`src/rtl/mci_mcu_trace_drain.sv`:
```
// Bus-initiator that walks the MCU trace buffer CSRs and streams the stored
// trace as 4-dword packets, oldest first, over a valid/ready port.
module mci_mcu_trace_drain #(
    parameter int                    ADDR_WIDTH  = 8,
    parameter logic [ADDR_WIDTH-1:0] STATUS_ADDR = 8'h00,
    parameter logic [ADDR_WIDTH-1:0] CONFIG_ADDR = 8'h04,
    parameter logic [ADDR_WIDTH-1:0] DATA_ADDR   = 8'h08,
    parameter logic [ADDR_WIDTH-1:0] WR_PTR_ADDR = 8'h0C,
    parameter logic [ADDR_WIDTH-1:0] RD_PTR_ADDR = 8'h10
) (
    input  logic                  clk,
    input  logic                  rst_b,
    input  logic                  start,
    input  logic                  abort,
    output logic                  busy,
    output logic                  done,
    output logic                  err,
    output logic                  pkt_valid,
    input  logic                  pkt_ready,
    output logic [127:0]          pkt_data,
    output logic [15:0]           pkt_index,
    output logic                  req_dv,
    output logic                  req_write,
    output logic [ADDR_WIDTH-1:0] req_addr,
    output logic [31:0]           req_wdata,
    output logic [3:0]            req_wstrb,
    input  logic                  resp_hold,
    input  logic [31:0]           resp_rdata,
    input  logic                  resp_error
);
    typedef enum logic [2:0] {
        ST_IDLE      = 3'd0,
        ST_RD_STATUS = 3'd1,
        ST_RD_CONFIG = 3'd2,
        ST_RD_WRPTR  = 3'd3,
        ST_WR_RDPTR  = 3'd4,
        ST_RD_DATA   = 3'd5,
        ST_EMIT      = 3'd6,
        ST_DONE      = 3'd7
    } state_e;

    state_e                state_q, state_d;
    logic                  wrapped_q, wrapped_d;
    logic [29:0]           depth_q, depth_d;
    logic [29:0]           cur_pkt_q, cur_pkt_d;
    logic [29:0]           remaining_q, remaining_d;
    logic [1:0]            off_q, off_d;
    logic                  abort_pend_q, abort_pend_d;
    logic                  busy_q, busy_d, done_q, done_d, err_q, err_d;
    logic                  pkt_valid_q, pkt_valid_d;
    logic [127:0]          pkt_data_q, pkt_data_d;
    logic [15:0]           pkt_index_q, pkt_index_d;
    logic                  req_dv_q, req_dv_d, req_write_q, req_write_d;
    logic [ADDR_WIDTH-1:0] req_addr_q, req_addr_d;
    logic [31:0]           req_wdata_q, req_wdata_d;
    logic [3:0]            req_wstrb_q, req_wstrb_d;

    logic        access_st_s, acc_done_s, emit_hs_s;
    logic [29:0] rem_init_s, start_init_s, cur_pkt_inc_s;

    assign access_st_s   = (state_q == ST_RD_STATUS) || (state_q == ST_RD_CONFIG) ||
                           (state_q == ST_RD_WRPTR)  || (state_q == ST_WR_RDPTR)  ||
                           (state_q == ST_RD_DATA);
    assign acc_done_s    = req_dv_q & ~resp_hold;
    assign emit_hs_s     = (state_q == ST_EMIT) & ~abort & pkt_ready;
    assign rem_init_s    = wrapped_q ? depth_q : resp_rdata[31:2];
    assign start_init_s  = wrapped_q ? resp_rdata[31:2] : 30'd0;
    assign cur_pkt_inc_s = cur_pkt_q + 30'd1;

    // State and datapath registers with asynchronous reset
    always_ff @(posedge clk or negedge rst_b) begin
        if (!rst_b) begin
            state_q      <= ST_IDLE;
            wrapped_q    <= 1'b0;
            depth_q      <= 30'd0;
            cur_pkt_q    <= 30'd0;
            remaining_q  <= 30'd0;
            off_q        <= 2'd0;
            abort_pend_q <= 1'b0;
            busy_q       <= 1'b0;
            done_q       <= 1'b0;
            err_q        <= 1'b0;
            pkt_valid_q  <= 1'b0;
            pkt_data_q   <= 128'd0;
            pkt_index_q  <= 16'd0;
            req_dv_q     <= 1'b0;
            req_write_q  <= 1'b0;
            req_addr_q   <= '0;
            req_wdata_q  <= 32'd0;
            req_wstrb_q  <= 4'd0;
        end else begin
            state_q      <= state_d;
            wrapped_q    <= wrapped_d;
            depth_q      <= depth_d;
            cur_pkt_q    <= cur_pkt_d;
            remaining_q  <= remaining_d;
            off_q        <= off_d;
            abort_pend_q <= abort_pend_d;
            busy_q       <= busy_d;
            done_q       <= done_d;
            err_q        <= err_d;
            pkt_valid_q  <= pkt_valid_d;
            pkt_data_q   <= pkt_data_d;
            pkt_index_q  <= pkt_index_d;
            req_dv_q     <= req_dv_d;
            req_write_q  <= req_write_d;
            req_addr_q   <= req_addr_d;
            req_wdata_q  <= req_wdata_d;
            req_wstrb_q  <= req_wstrb_d;
        end
    end

    // Next-state logic; an access state idles one cycle with req_dv low before issuing
    always_comb begin
        state_d = state_q;
        case (state_q)
            ST_IDLE: begin
                if (abort)      state_d = ST_IDLE;
                else if (start) state_d = ST_RD_STATUS;
                else            state_d = ST_IDLE;
            end
            ST_RD_STATUS, ST_RD_CONFIG, ST_RD_WRPTR, ST_WR_RDPTR, ST_RD_DATA: begin
                if (!req_dv_q) begin
                    if (abort) state_d = ST_IDLE;
                    else       state_d = state_q;
                end else if (acc_done_s) begin
                    if (resp_error || abort || abort_pend_q) begin
                        state_d = ST_IDLE;
                    end else begin
                        case (state_q)
                            ST_RD_STATUS: state_d = resp_rdata[0] ? ST_RD_CONFIG : ST_DONE;
                            ST_RD_CONFIG: state_d = ST_RD_WRPTR;
                            ST_RD_WRPTR:  state_d = (rem_init_s == 30'd0) ? ST_DONE : ST_WR_RDPTR;
                            ST_WR_RDPTR:  state_d = ST_RD_DATA;
                            ST_RD_DATA:   state_d = (off_q == 2'd3) ? ST_EMIT : ST_WR_RDPTR;
                            default:      state_d = ST_IDLE;
                        endcase
                    end
                end else begin
                    state_d = state_q;
                end
            end
            ST_EMIT: begin
                if (abort)          state_d = ST_IDLE;
                else if (pkt_ready) state_d = (remaining_q == 30'd1) ? ST_DONE : ST_WR_RDPTR;
                else                state_d = ST_EMIT;
            end
            ST_DONE: state_d = ST_IDLE;
            default: state_d = ST_IDLE;
        endcase
    end

    // Output and datapath next values
    always_comb begin
        wrapped_d    = wrapped_q;
        depth_d      = depth_q;
        cur_pkt_d    = cur_pkt_q;
        remaining_d  = remaining_q;
        off_d        = off_q;
        err_d        = err_q;
        pkt_data_d   = pkt_data_q;
        pkt_index_d  = pkt_index_q;
        req_dv_d     = req_dv_q;
        req_write_d  = req_write_q;
        req_addr_d   = req_addr_q;
        req_wdata_d  = req_wdata_q;
        req_wstrb_d  = req_wstrb_q;
        busy_d       = (state_d != ST_IDLE);
        done_d       = (state_d == ST_DONE);
        pkt_valid_d  = (state_d == ST_EMIT);

        if (state_d == ST_IDLE)               abort_pend_d = 1'b0;
        else if (abort && req_dv_q)           abort_pend_d = 1'b1;
        else                                  abort_pend_d = abort_pend_q;

        if (state_q == ST_IDLE && state_d == ST_RD_STATUS) begin
            err_d       = 1'b0;
            wrapped_d   = 1'b0;
            depth_d     = 30'd0;
            cur_pkt_d   = 30'd0;
            remaining_d = 30'd0;
            off_d       = 2'd0;
            pkt_index_d = 16'd0;
        end else if (access_st_s && !req_dv_q && state_d == state_q) begin
            req_dv_d    = 1'b1;
            req_write_d = (state_q == ST_WR_RDPTR);
            req_wdata_d = (state_q == ST_WR_RDPTR) ? {cur_pkt_q, off_q} : 32'd0;
            req_wstrb_d = (state_q == ST_WR_RDPTR) ? 4'hF : 4'h0;
            case (state_q)
                ST_RD_STATUS: req_addr_d = STATUS_ADDR;
                ST_RD_CONFIG: req_addr_d = CONFIG_ADDR;
                ST_RD_WRPTR:  req_addr_d = WR_PTR_ADDR;
                ST_WR_RDPTR:  req_addr_d = RD_PTR_ADDR;
                ST_RD_DATA:   req_addr_d = DATA_ADDR;
                default:      req_addr_d = req_addr_q;
            endcase
        end else if (access_st_s && acc_done_s) begin
            req_dv_d = 1'b0;
            if (resp_error) begin
                err_d = 1'b1;
            end else begin
                case (state_q)
                    ST_RD_STATUS: wrapped_d = resp_rdata[1];
                    ST_RD_CONFIG: depth_d = resp_rdata[31:2];
                    ST_RD_WRPTR: begin
                        cur_pkt_d   = start_init_s;
                        remaining_d = rem_init_s;
                    end
                    ST_RD_DATA: begin
                        pkt_data_d[{off_q, 5'b00000} +: 32] = resp_rdata;
                        off_d = (off_q == 2'd3) ? off_q : off_q + 2'd1;
                    end
                    default: off_d = off_q;
                endcase
            end
        end else if (emit_hs_s) begin
            off_d       = 2'd0;
            pkt_index_d = pkt_index_q + 16'd1;
            remaining_d = remaining_q - 30'd1;
            cur_pkt_d   = (cur_pkt_inc_s == depth_q) ? 30'd0 : cur_pkt_inc_s;
        end else begin
            req_dv_d = req_dv_q;
        end
    end

    assign busy      = busy_q;
    assign done      = done_q;
    assign err       = err_q;
    assign pkt_valid = pkt_valid_q;
    assign pkt_data  = pkt_data_q;
    assign pkt_index = pkt_index_q;
    assign req_dv    = req_dv_q;
    assign req_write = req_write_q;
    assign req_addr  = req_addr_q;
    assign req_wdata = req_wdata_q;
    assign req_wstrb = req_wstrb_q;
endmodule
```
`config.mk`:
```
export PLATFORM = sky130hd
export DESIGN_NAME = mci_mcu_trace_drain
export DESIGN_NICKNAME = d
export VERILOG_FILES = /design/src/rtl/mci_mcu_trace_drain.sv
export SDC_FILE = /design/constraint.sdc
export NUM_CORES = 1
export LEC_CHECK = 0
export BUFFER_PORTS_ARGS = -buffer_cell sky130_fd_sc_hd__buf_2
export CORE_MARGIN = 1
export CORE_UTILIZATION = 45
export DETAILED_ROUTE_END_ITERATION = 16
export GPL_TIMING_DRIVEN = 0
export PLACE_DENSITY = 0.62
export SKIP_LAST_GASP = 1
export SYNTH_ARGS = -nofsm -noshare
export SYNTH_HDL_FRONTEND = slang
export SYNTH_SLANG_ARGS = --single-unit
```
`constraint.sdc`:
```
create_clock -name clk -period 3.6 [get_ports clk]
set_input_delay 1.08 -clock clk [delete_from_list [all_inputs] [get_ports clk]]
set_output_delay 1.08 -clock clk [all_outputs]
set_load 0.1 [all_outputs]
```
==> Yosys cells after proc, flatten, opt, wreduce, memory -nomap -nowiden <==
Cells that the tools add are included.
{ "totals": {"register_bits": 291, "latch_bits": 0, "ram_bits": 0, "romBits": 0, "inputBits": 39, "output_inout_bits": 194, "elab_cells": 152, "mem_count": 0} }
{ "op_classes": {"add_sub_neg": 5, "n_mul": 0, "div": 0, "n_lt_le_gt_ge": 0, "n_eq_ne": 21, "shift": 2, "mux": 62, "bitwise": 8, "n_reduce_logical": 36} }
{ "op_table": {"columns": ["op", "n"], "rows": [
  ["two-way mux 30 bit", 20],
  ["bitwise mux 128 bit", 1],
  ["variable shift 32 x 9 -> 128 bit, first input constant", 1],
  ["indexed part select 32 x 9 -> 128 bit", 1],
  ["two-way mux 16 bit", 4],
  ["case mux 8 bit (5 select lines)", 1],
  ["two-way mux 32 bit", 1],
  ["adder 30 x 1 -> 30 bit, second input constant", 1],
  ["equality test 30 x 1 -> 1 bit, second input constant", 1],
  ["equality test 30 bit", 1],
  ["logical NOT 30 bit", 1],
  ["subtractor 30 x 1 -> 30 bit, second input constant", 1],
  ["two-way mux 2 bit", 11],
  ["equality test 3 bit, second input constant", 6],
  ["two-way mux 3 bit", 6],
  ["adder 16 x 1 -> 16 bit, second input constant", 1],
  ["two-way mux 1 bit", 15],
  ["case mux 3 bit (5 select lines)", 1],
  ["nonzero test 2 bit", 7],
  ["!= test 3 bit, second input constant", 4],
  ["case mux 3 bit (4 select lines)", 1],
  ["AND reduction 4 bit", 3],
  ["AND reduction 5 bit", 2],
  ["negator 7 -> 9 bit", 1],
  ["other kinds (19)", 42]
]} }

==> Logic depth before layout (Yosys ltp) <==
{ "depth": {"ltp_word": 12, "ltp_mapped": 13, "depth_no_buf": 10} }

==> Least setup slack after synthesis <==
Ideal clock, no wire load.
{ "synth_path": {"kind": "flip-flop to flip-flop", "start": "reg cur_pkt_q[0]", "end": "reg cur_pkt_q[12]", "arrival_time_ns": 2.980, "required_ns": 3.462, "path_slack_ns": 0.482, "path_stages_with_launch": 13, "path_buffers": 2, "path_cell_list": "dfrtp_1 -> ha_1 -> nand3_1 -> buf_2 -> or4_1 -> or3_1 -> a221oi_1 -> o221ai_1 -> nor4_4 -> a21oi_2 -> buf_6 -> a22oi_1 -> o22ai_1"} }
{ "synth_via": {"elab_chain_cells": 7} }
{ "synth_lines": {"columns": ["element", "line_no", "source"], "rows": [
  ["start, declared", "45", "logic [29:0] cur_pkt_q, cur_pkt_d;"],
  ["start signal, assigned", "95", "cur_pkt_q <= cur_pkt_d;"],
  ["adder 30 x 1 -> 30 bit (*)", "68", "assign cur_pkt_inc_s = cur_pkt_q + 30'd1;"],
  ["equality test 30 bit", "220", "cur_pkt_d = (cur_pkt_inc_s == depth_q) ? 30'd0 : cur_pkt_inc_s;"],
  ["two-way mux 30 bit (*)", "220", null],
  ["two-way mux 30 bit (*)", "216", "end else if (emit_hs_s) begin"],
  ["two-way mux 30 bit (*)", "197", "end else if (access_st_s && acc_done_s) begin"],
  ["two-way mux 30 bit (*)", "184", "end else if (access_st_s && !req_dv_q && state_d == state_q) begin"],
  ["two-way mux 30 bit (*)", "176", "if (state_q == ST_IDLE && state_d == ST_RD_STATUS) begin"]
]} }
Every way passes the cells marked *; elsewhere a longest branch is shown, timed or not. The select of a mux whose other input is x is not followed.
A chain may end at the register's enable or synchronous reset.

==> Final worst setup path <==
{ "layout_path": {"start": "reg cur_pkt_q[10]", "end": "reg cur_pkt_q[16]"} }
Same word-level chain as after synthesis.

==> reports/qor.txt <==
Status = finished clean
Routed WL = 53800 um
Syn Area/Cell = 8.51 um^2
Most common cell after layout, fill and taps aside = nand2_1
Post-DP HPWL = 38400 um
EDFF count, synth = 0
Synth Warn # = 0
Chip Height = 184 um
Yosys reg bits = 282
DR pass1 iterations = 6
Dpl ws = -1.15 ns
Share of cells above drive strength 1 = 17.5%
Gr usage total = 31.9%
Most frequent cells in the layout = nand2_1, dfrtp_1, buf_2
Footprint of the multi-input gates = 6950 um^2
Initial drt markers = 1550
Slowest cell on crit path = dfrtp_1
CTS root buf = clkbuf_16
Max Transition Viols Final = 0
Post-synth top flop = dfrtp_1
Crit-path max cell delay = 0.55 ns
WP data arrival = 3.97 ns
CTS tree = done
Period utilisation layout = 98.2%
Max_cap viols = 0
First-pass GRT wire length = 82000 um
Worst Tran Pin Value = 1.15 ns
Mapped Area = 14800 um^2
Die Area = 33700 um^2
Worst rel slew slack = 23.2%
Critical path's top delay family = simple AND/OR/NAND/NOR gates
Unique cell type count in the Yosys netlist = 73
FILL cells = 3105
Vias in the first global route = 13500
Crit. End Element = flip-flop
CTS hold repair buffers = 0
VDD IR max = 0.521 mV
Most used cell, CP = buf_4
Fmax = 283 MHz
Clock Skew = 0.0172 ns
PnR worst setup slack = 0.0659 ns
DRC viols = 0
Port buffer count = 199
Area Overhead vs Synth = 19.7%
Row count = 66
Final std cells w/o fill = 2451
Power Density = 587 nW/um^2
GRT Residual Overflow = 0
End of the worst register-to-register path = cur_pkt_q[16]
Crit Path Max Fanout = 10
Dpl cell area = 16500 um^2
Routed via count = 14400
Routed len/inst = 22.0 um
Via-to-Cell Ratio = 5.88
Die width = 184 um
Clock Pin Slew Worst Setup and Hold Paths = 0.06 ns
Syn Inst Count = 1741
Final hold violations = 0
Final setup viols = 0
Reg2Reg Depth = 11
Final nets = 2034
R2R Setup Slk = 0.07 ns
Pin count of the biggest net entering global routing = 119
Starting density of the core = 45.7%
Worst Hold End = pkt_data[78]
Initial antenna violation count = 0
Fin area = 17700 um^2
TritonCTS buffer count = 31
Worst path cell trace = nand3_1, or3_1, buf_2, or4_1, a21oi_1, or4_4, nor4_4, buf_4, a21o_1, buf_4, o311ai_1
Critical Path Source = cur_pkt_q[10]
Htree depth = 1
Inst Count DP = 2388
Area of the core = 32500 um^2
Worst EP required = 4.03 ns
FFs w/ async S/R, synth = 100%
Beginning of the worst hold path = pkt_data[78]
Hold Crit Class = reg -> reg
Clk_lat worst skew = 0.58 ns
Type of origin of the critical path = flip-flop
Fin crit period = 3.53 ns
Clock Path Buffers = 3
Worst R2R Start = cur_pkt_q[10]
Post-DRT Antenna Nets = 0
I/O pins = 233
Hold Path Depth = 2
Seq/Total Area, Yosys = 47.6%
Crit path buffers/inverters = 3
Final GP Congestion = 0.954
Leakage = 8.34 nW
WS Path Type = reg -> reg
Sequential Area = 7060 um^2
CTS sink count = 282
==> kinds of logic after synthesis <==
family	share of synthesized area (%)
simple gates	21.7
compound gates	15.6
flops	47.6
other cells	0.0253
xor+xnor	2.89
fa+ha+maj	1.01
mux	4.71
buf+inv	6.45
==> metal layers <==
| layer | wire [um] | vias up | track usage [%] |
|---|---|---|---|
| li1 | - | 6464 | - |
| met1 | 23100 | 7010 | 46.7 |
| met2 | 23000 | 797 | 47.3 |
| met3 | 5750 | 131 | 5.92 |
| met4 | 1950 | 0 | 10.7 |
| met5 | 0 | - | 0 |
==> worst register-to-register path: stages (launching register included) <==
cell	delay (ns)
dfrtp_1	0.55
nand3_1	0.18
or3_1	0.36
buf_2	0.18
or4_1	0.55
a21oi_1	0.28
or4_4	0.21
nor4_4	0.03
buf_4	0.17
a21o_1	0.25
buf_4	0.22
o311ai_1	0.40
==> stage by stage <==
step | util [%] | hold slack (ns) | TNS [ns] | power [mW]
6_report | 54.7 | 0.473 | 0 | 10.4
5_1_grt | 54.7 | 0.499 | -0.0302 | 10.8
4_1_cts | 54.4 | 0.479 | 0 | 10.3
3_5_place_dp | 50.7 | 0.465 | -54.43 | 6.86
3_3_place_gp | 50.5 | 0.459 | -1177.11 | 6.83
2_1_floorplan | - | 0.459 | 0 | 6.03
==> how the worst max path moves through the flow <==
stage / to / depth (start not counted)
2_1_floorplan: cur_pkt_q[12] / 12
3_3_place_gp: pkt_index[10] / 1
3_5_place_dp: cur_pkt_q[6] / 10
4_1_cts: cur_pkt_q[16] / 12
5_1_grt: remaining_q[27] / 8
6_report: cur_pkt_q[16] / 11
==> sequential cells by signal, summed over array words and instances (netlist names), 2 cells and up <==
signal       flops
req_addr         3
off_q            2
pkt_data       128
remaining_q     30
pkt_index       16
depth_q         30
cur_pkt_q       30
state_q          3
req_wdata       32
==> where the power goes <==
| group | switching [mW] | internal (mW) | total, mW | leakage [nW] |
|---|---|---|---|---|
| clock | 1.38 | 2.01 | 3.39 | 0.532 |
| sequential | 0.281 | 3.49 | 3.77 | 3.79 |
| combinational | 2.33 | 0.914 | 3.25 | 4.02 |
| total | 4.00 | 6.41 | 10.4 | 8.34 |
==> synthesized netlist by cell type (5+ instances only) <==
cell type / number / share of area (%)
or3_1: 14 / 0.59
or4_1: 8 / 0.41
o311ai_0: 5 / 0.30
clkbuf_2: 12 / 0.41
a22o_1: 10 / 0.59
nor2_1: 87 / 2.2
xnor2_1: 24 / 1.4
nand4_1: 19 / 0.80
mux2_2: 6 / 0.46
xor2_1: 25 / 1.5
and3_1: 22 / 0.93
buf_4: 15 / 0.76
a21oi_1: 64 / 2.2
clkbuf_1: 108 / 2.7
dfrtp_1: 282 / 48
o31ai_1: 6 / 0.30
o21ai_0: 202 / 6.8
inv_1: 62 / 1.6
a31oi_1: 11 / 0.46
nand3_1: 70 / 2.4
nor3_1: 30 / 1.0
ha_1: 12 / 1.0
buf_2: 11 / 0.37
mux2i_1: 63 / 4.3
buf_6: 6 / 0.46
a22oi_1: 17 / 0.86
and4_1: 6 / 0.35
nand2_1: 410 / 10
o22ai_1: 18 / 0.76
nor4_1: 28 / 1.2
==> cell type report <==
type                       count  share of cell area [%]
multi-input combinational   1243                    39.1
sequential                   282                    39.8
timing repair buffer         209                    6.37
tap                          442                    3.12
buffer                       152                    4.07
clock inverter                12                   0.909
inverter                      64                    1.35
antenna                        1                  0.0141
clock buffer                  46                    5.25
==> repair_timing <==
action | in CTS | in global routing
gates resized for setup | 17 | 25
pin swaps | 2 | 4
cloned | 1 | 0
buffers inserted | 5 | 2
setup endpoints to repair | 60 | 71
(Power assumes the default switching activity.)
